<file path="config.mk">
export PLATFORM = sky130hd
export DESIGN_NAME = ram_burst_reader
export DESIGN_NICKNAME = d
export VERILOG_FILES = /design/src/rtl/ram_burst_reader.sv
export SDC_FILE = /design/constraint.sdc
export NUM_CORES = 1
export LEC_CHECK = 0
export CORE_UTILIZATION = 54
export CTS_CLUSTER_SIZE = 14
export DETAILED_ROUTE_END_ITERATION = 12
export HOLD_SLACK_MARGIN = 0.06
export PLACE_DENSITY_LB_ADDON = 0.15
export RECOVER_POWER = 50
export SLEW_MARGIN = 15
export SYNTH_ARGS = -nofsm -noshare
export SYNTH_HDL_FRONTEND = slang
export SYNTH_SLANG_ARGS = --single-unit
</file>
<file path="constraint.sdc">
create_clock -name clk -period 2.45 [get_ports clk]
set_input_delay 0.49 -clock clk [delete_from_list [all_inputs] [get_ports clk]]
set_output_delay 0.49 -clock clk [all_outputs]
set_load 0.05 [all_outputs]
</file>
<file path="src/rtl/ram_burst_reader.sv">
// Burst read initiator for the single-port synchronous RAM.
// Streams a contiguous run of words out over valid/ready through a 3-entry skid FIFO.
module ram_burst_reader #(
   parameter int dWidth = 8,
   parameter int aWidth = 10
) (
   input  logic              clk,
   input  logic              reset_n,
   input  logic              start,
   input  logic [aWidth-1:0] base_addr,
   input  logic [aWidth-1:0] len,
   input  logic              abort,
   output logic [aWidth-1:0] ram_addr,
   output logic              ram_cs,
   output logic              ram_we,
   input  logic [dWidth-1:0] ram_q,
   output logic [dWidth-1:0] out_data,
   output logic              out_valid,
   input  logic              out_ready,
   output logic              out_last,
   output logic              busy,
   output logic              done
);

   typedef enum logic [1:0] {
      IDLE  = 2'd0,
      RUN   = 2'd1,
      DRAIN = 2'd2
   } state_t;

   state_t            r_state;
   state_t            w_next;

   logic [aWidth-1:0] r_addr;
   logic [aWidth-1:0] r_len;
   logic [aWidth-1:0] r_issue_cnt;
   logic [aWidth-1:0] r_out_cnt;
   logic              r_inflight;
   logic              r_done;

   logic [dWidth-1:0] r_fifo [0:2];
   logic [1:0]        r_wptr;
   logic [1:0]        r_rptr;
   logic [1:0]        r_count;

   logic              w_start_ok;
   logic              w_abort;
   logic              w_room;
   logic              w_issue;
   logic              w_last_issue;
   logic              w_valid;
   logic              w_pop;
   logic              w_push;
   logic              w_last;
   logic              w_finish;
   logic [2:0]        w_pending;

   function automatic logic [1:0] ptr_inc(input logic [1:0] p);
      return (p == 2'd2) ? 2'd0 : p + 2'd1;
   endfunction

   assign w_start_ok   = (r_state == IDLE) & start & ~abort;
   assign w_abort      = (r_state != IDLE) & abort;
   assign w_pending    = {1'b0, r_count} + {2'b00, r_inflight};
   assign w_room       = (w_pending < 3'd3);
   // An aborting cycle issues nothing so no stray read follows the abort.
   assign w_issue      = (r_state == RUN) & w_room & ~abort;
   assign w_last_issue = w_issue & (r_issue_cnt == r_len);
   assign w_valid      = (r_count != 2'd0);
   assign w_pop        = w_valid & out_ready;
   assign w_push       = r_inflight & ~w_abort;
   assign w_last       = w_valid & (r_out_cnt == r_len);
   assign w_finish     = w_pop & w_last;

   // State register
   always_ff @(posedge clk or negedge reset_n) begin
      if (!reset_n) begin
         r_state <= IDLE;
      end else begin
         r_state <= w_next;
      end
   end

   // Next-state logic
   always_comb begin
      w_next = r_state;
      unique case (r_state)
         IDLE: begin
            if (w_start_ok) begin
               w_next = RUN;
            end
         end
         RUN: begin
            if (abort) begin
               w_next = IDLE;
            end else if (w_last_issue) begin
               w_next = DRAIN;
            end
         end
         DRAIN: begin
            if (abort || w_finish) begin
               w_next = IDLE;
            end
         end
         default: begin
            w_next = IDLE;
         end
      endcase
   end

   // Output logic
   always_comb begin
      ram_cs    = w_issue;
      ram_addr  = r_addr;
      ram_we    = 1'b0;
      busy      = (r_state != IDLE);
      out_valid = w_valid;
      out_data  = r_fifo[r_rptr];
      out_last  = w_last;
      done      = r_done;
   end

   // Address, length and counters
   always_ff @(posedge clk or negedge reset_n) begin
      if (!reset_n) begin
         r_addr      <= '0;
         r_len       <= '0;
         r_issue_cnt <= '0;
         r_out_cnt   <= '0;
         r_inflight  <= 1'b0;
         r_done      <= 1'b0;
      end else begin
         r_inflight <= w_issue;
         r_done     <= (r_state == DRAIN) & w_finish & ~abort;
         if (w_start_ok) begin
            r_addr      <= base_addr;
            r_len       <= len;
            r_issue_cnt <= '0;
            r_out_cnt   <= '0;
         end else begin
            if (w_issue) begin
               r_addr      <= r_addr + 1'b1;
               r_issue_cnt <= r_issue_cnt + 1'b1;
            end
            if (w_pop) begin
               r_out_cnt <= r_out_cnt + 1'b1;
            end
         end
      end
   end

   // Skid FIFO: read data lands here one cycle after each issue
   always_ff @(posedge clk or negedge reset_n) begin
      if (!reset_n) begin
         for (int i = 0; i < 3; i++) begin
            r_fifo[i] <= '0;
         end
         r_wptr  <= 2'd0;
         r_rptr  <= 2'd0;
         r_count <= 2'd0;
      end else if (w_abort) begin
         r_wptr  <= 2'd0;
         r_rptr  <= 2'd0;
         r_count <= 2'd0;
      end else begin
         if (w_push) begin
            r_fifo[r_wptr] <= ram_q;
            r_wptr         <= ptr_inc(r_wptr);
         end
         if (w_pop) begin
            r_rptr <= ptr_inc(r_rptr);
         end
         r_count <= r_count + {1'b0, w_push} - {1'b0, w_pop};
      end
   end

endmodule
</file>
==> results.txt <==
- Status: complete, no violations
- Dpl cells: 515
- Sequential share of power: 0.352
* Main combinational cell family by area after synthesis: simple AND/OR/NAND/NOR gates
- Adding up every negative setup slack in the final design gives 0 ps.
- Via count of the first global-routing pass: 2953
* Endpoint of the worst register-to-register path: r_count[1]
- Max-cap violations in this run came to 0.
- Xor/xnor cell area share of the yosys netlist: 0.07410
- Depth of the most critical reg-to-reg path: 9
- Maximum clock frequency: approximately 420 MHz
- Routed length per placed instance: 15.53 µm
* Kind of path behind the tightest hold check: input port to asynchronous set/reset pin
- Detailed Place HPWL: 5.984 mm
- Worst path top cell family by delay: buffers and inverters
- The average instance in the mapped netlist occupies 10.36 µm².
- Walking the worst path, the cells encountered are or2_2 -> clkdlybuf4s50_1.
* Area of placed instances: 0.004622 mm²
* Fraction of final layout cells sized beyond drive strength 1: 0.1816
- Summed over all cells, the static leakage comes to 2.122 nW.
* Clk buf depth: 2
* Pwr dens: 1138 mW/mm²
* CTS buffer count: 9
* Compound-gate portion of the synthesized area: 0.08138
* Clock tree from TritonCTS: built
- Final setup skew: 10.71 ps
* Crit. End Element: primary output
* Boundary Pins: 57
- Internal power: 3.341 mW
- Type of element launching the critical path: register
- Routed vias: 2919
- In this run the core area contains 30 standard-cell rows.
- The final count of hold timing violations came to 0.
- Synth Cell Area: 0.003782 mm²
- Leading cell type in the layout, fill and taps excluded: sky130_fd_sc_hd__dfrtp_1
- Post-CTS clock slew at the launch and capture registers of the worst setup and hold paths: 80 ps
* Final Slew Violations: 0
- Buffers added to address setup during post-CTS repair amount to 0.
* Clk network pwr share: 0.187
- Overall die area: 0.007343 mm²
- The share of the Yosys chip area taken by registers is 0.4896.
- Headroom to the max-slew limit came out at 0.07455.
- For this design the total switching power over the nets is 2.127 mW.
- Relative area change from synthesis to final layout: 27.06%
- Subtracting the final worst setup slack from the clock period gives about 2400 ps.
- Number of standard cells in the final layout excluding fillers: 531
* Syn nets: 405
- Entering global routing, the biggest net connects 32 pins.
- Unrepaired setup endpoints after global routing: no
- In the layout the commonest cells are sky130_fd_sc_hd__dfrtp_1, sky130_fd_sc_hd__nand2_1, sky130_fd_sc_hd__clkdlybuf4s50_1.
- Of the post-synthesis cell area, the part taken by muxes is 0.09527.
- Gate power share: 0.461
- In the global route stage, overall resource usage came out at 0.2489.
- After routing the design area is between 0.004 and 0.005 mm².
- Wire length after detailed routing: 8.248 mm
* Total grt overflow: 0
* Insertion delay of the later-clocked pin in the worst-skew pair: 340 ps
- Of the total synthesized cell area, the portion taken by AND, OR, NAND and NOR gates is 0.2101.
- Dividing the detail-routed via count by the number of cells gives 5.497.
- Setup violations remaining at the end of the flow were counted as 0.
- The initial antenna violation count is 0.
- Across the VDD grid, the largest voltage drop is 0.0004042 V.
- Fraction of power spent switching nets: 0.3890
- Adder and majority gate portion of the synthesized area: 0.02316
* Critical path peak fanout: 5
* Critical Path Max Stage Delay: 720 ps
- Cell at the slowest stage of the critical path: sky130_fd_sc_hd__clkdlybuf4s50_1
* H-tree level count: 3
* Levels on crit path: 2
- The detail route stage leaves a number of antenna-violating nets equal to 0.
- The first routing iteration left 140 violations.
- After detailed routing, the number of remaining DRC violations is 0.
- Power consumption: between 5 and 6 mW
- Beginning of the worst register-to-register path: r_state[1]
- In this run, synthesis inferred 0 flip-flops with an integrated enable.
* Final worst-path setup slack: 91.40 ps
- Data on the critical path arrives at its endpoint at 1870 ps.
- Buffers placed on the I/O ports in this run total 55.
* Register-to-register path setup slack: 390 ps
- In this run the clock root is driven by a sky130_fd_sc_hd__clkbuf_8.
- The die is 85.69 µm tall.
- The worst setup path is of the register to primary output kind.
* Weighted congestion at the end of routability-driven global placement: around 0.8
* Prevailing post-synth register cell: sky130_fd_sc_hd__dfrtp_1
- The first TritonRoute pass finished after 4 iterations.
- Net count, final: 470
- Final Core Density: 0.7074
- Hold WS: 445.0 ps
- Distinct cell type count after synthesis: 53
* Wire length of the first global-routing pass: between 10 and 15 mm
- # clock sinks: 74
- Required time at the worst-slack endpoint: 1960 ps
- Proportion of register bits with asynchronous set or reset after synthesis: 1.000
- Crit path buf inv count: 1
- Post-Synthesis Cells: 365
* Setup slack after placement: 67.55 ps
* FF+latch count, synth: 74
- Die extent in x: 85.69 µm
- Actual slew at the worst max-slew pin: around 1400 ps
- Final worst path period share: 0.9627
- For this run, the number of Yosys warnings is 0.
- Number of buffers inserted by hold repair at cts: 0
- The initial utilization of the core area, before any placement, comes to 0.5567.
- Placeable Area: 0.006794 mm²
- Diodes inserted: 0
state kept, by name (all words and copies together), names as in the netlist:
register / flops
r_len: 10
r_inflight: 1
r_wptr: 2
r_fifo: 24
r_issue_cnt: 10
ram_addr: 10
r_state: 2
r_rptr: 2
r_out_cnt: 10
r_count: 2
done: 1
cell usage after synthesis, types with 2 or more instances:
| cell | number | area [µm²] |
|---|---|---|
| sky130_fd_sc_hd__o21ai_0 | 16 | 80.08 |
| sky130_fd_sc_hd__mux2_2 | 24 | 270.3 |
| sky130_fd_sc_hd__buf_2 | 8 | 40.04 |
| sky130_fd_sc_hd__nand3b_1 | 2 | 15.01 |
| sky130_fd_sc_hd__nand2b_1 | 3 | 18.77 |
| sky130_fd_sc_hd__nor2_1 | 23 | 86.33 |
| sky130_fd_sc_hd__a31oi_1 | 7 | 43.79 |
| sky130_fd_sc_hd__mux2i_1 | 9 | 90.09 |
| sky130_fd_sc_hd__xnor2_1 | 22 | 192.7 |
| sky130_fd_sc_hd__nand2_1 | 61 | 229.0 |
| sky130_fd_sc_hd__a41o_1 | 3 | 30.03 |
| sky130_fd_sc_hd__dfrtp_1 | 74 | 1852 |
| sky130_fd_sc_hd__or2_2 | 2 | 12.51 |
| sky130_fd_sc_hd__nand4_4 | 2 | 42.54 |
| sky130_fd_sc_hd__nor3_1 | 4 | 20.02 |
| sky130_fd_sc_hd__nand3_1 | 13 | 65.06 |
| sky130_fd_sc_hd__and2_1 | 4 | 25.02 |
| sky130_fd_sc_hd__or3_1 | 3 | 18.77 |
| sky130_fd_sc_hd__nand4_1 | 6 | 37.54 |
| sky130_fd_sc_hd__a21oi_1 | 9 | 45.04 |
| sky130_fd_sc_hd__nor4_1 | 3 | 18.77 |
| sky130_fd_sc_hd__o31ai_1 | 3 | 22.52 |
| sky130_fd_sc_hd__xor2_1 | 10 | 87.58 |
| sky130_fd_sc_hd__or4_1 | 4 | 30.03 |
| sky130_fd_sc_hd__and4_1 | 2 | 17.52 |
| sky130_fd_sc_hd__and3_1 | 4 | 25.02 |
| sky130_fd_sc_hd__ha_1 | 7 | 87.58 |
| sky130_fd_sc_hd__clkbuf_1 | 5 | 18.77 |
| sky130_fd_sc_hd__inv_1 | 7 | 26.28 |
| sky130_fd_sc_hd__a31o_2 | 2 | 17.52 |
cell families (layout without fill, tap and decap cells):
group,Yosys count,count (layout)
buffers and inverters,22,92
AND/OR/NAND/NOR,148,148
adder cells (fa/ha/maj),7,7
flip-flops,74,74
multiplexers,33,33
AO/OA/AOI/OAI,48,48
XOR/XNOR,32,32
other,1,1
area by class of cell:
type | instances | area (µm²)
Multi-Input combinational cell | 269 | 1843
Tap cell | 96 | 120.1
Sequential cell | 74 | 1853
Clock buffer | 11 | 131.4
Timing Repair Buffer | 69 | 753.2
Fill cell | 493 | 1988
Inverter | 7 | 26.28
Clock inverter | 5 | 78.83
metal layers:
metal | share of wire | global-route usage
met5 | 0 | 0
met4 | 0.016 | 0.09697
met3 | 0.042 | 0.04909
met2 | 0.50 | 0.4211
met1 | 0.44 | 0.3173
power groups by stage:
stage	Combinational, mW	Clock, mW	Sequential (mW)
2_1_floorplan	1.42	0	2.00
3_3_place_gp	2.48	0	1.91
3_5_place_dp	2.54	0	1.94
4_1_cts	2.56	1.04	1.92
5_1_grt	2.72	1.09	1.97
6_report	2.52	1.02	1.92
how the worst max path moves through the flow:
stage                                end  slack [ps]    startpoint
after floorplan                   ram_cs         240    r_inflight
after global placement    r_issue_cnt[4]         140         abort
after detailed placement      r_count[1]          70         abort
after CTS                         ram_cs          30    r_count[0]
after global routing            out_last           5  r_out_cnt[7]
final                          out_valid          90    r_count[1]
worst register-to-register path, delay by kind of cell, from the launching register on:
kind | cells | cell delay [ps]
simple gates | 4 | 650
flops | 1 | 450
fa+ha+maj | 2 | 420
xor+xnor | 2 | 360
buf+inv | 1 | 50
timing repair:
| item | in CTS | in global routing |
|---|---|---|
| pin swaps | 0 | 3 |
| gates cloned | 0 | 0 |
| gates resized for setup | 1 | 3 |
| endpoints found under the setup margin | 1 | 2 |
(Power assumes the default switching activity.)
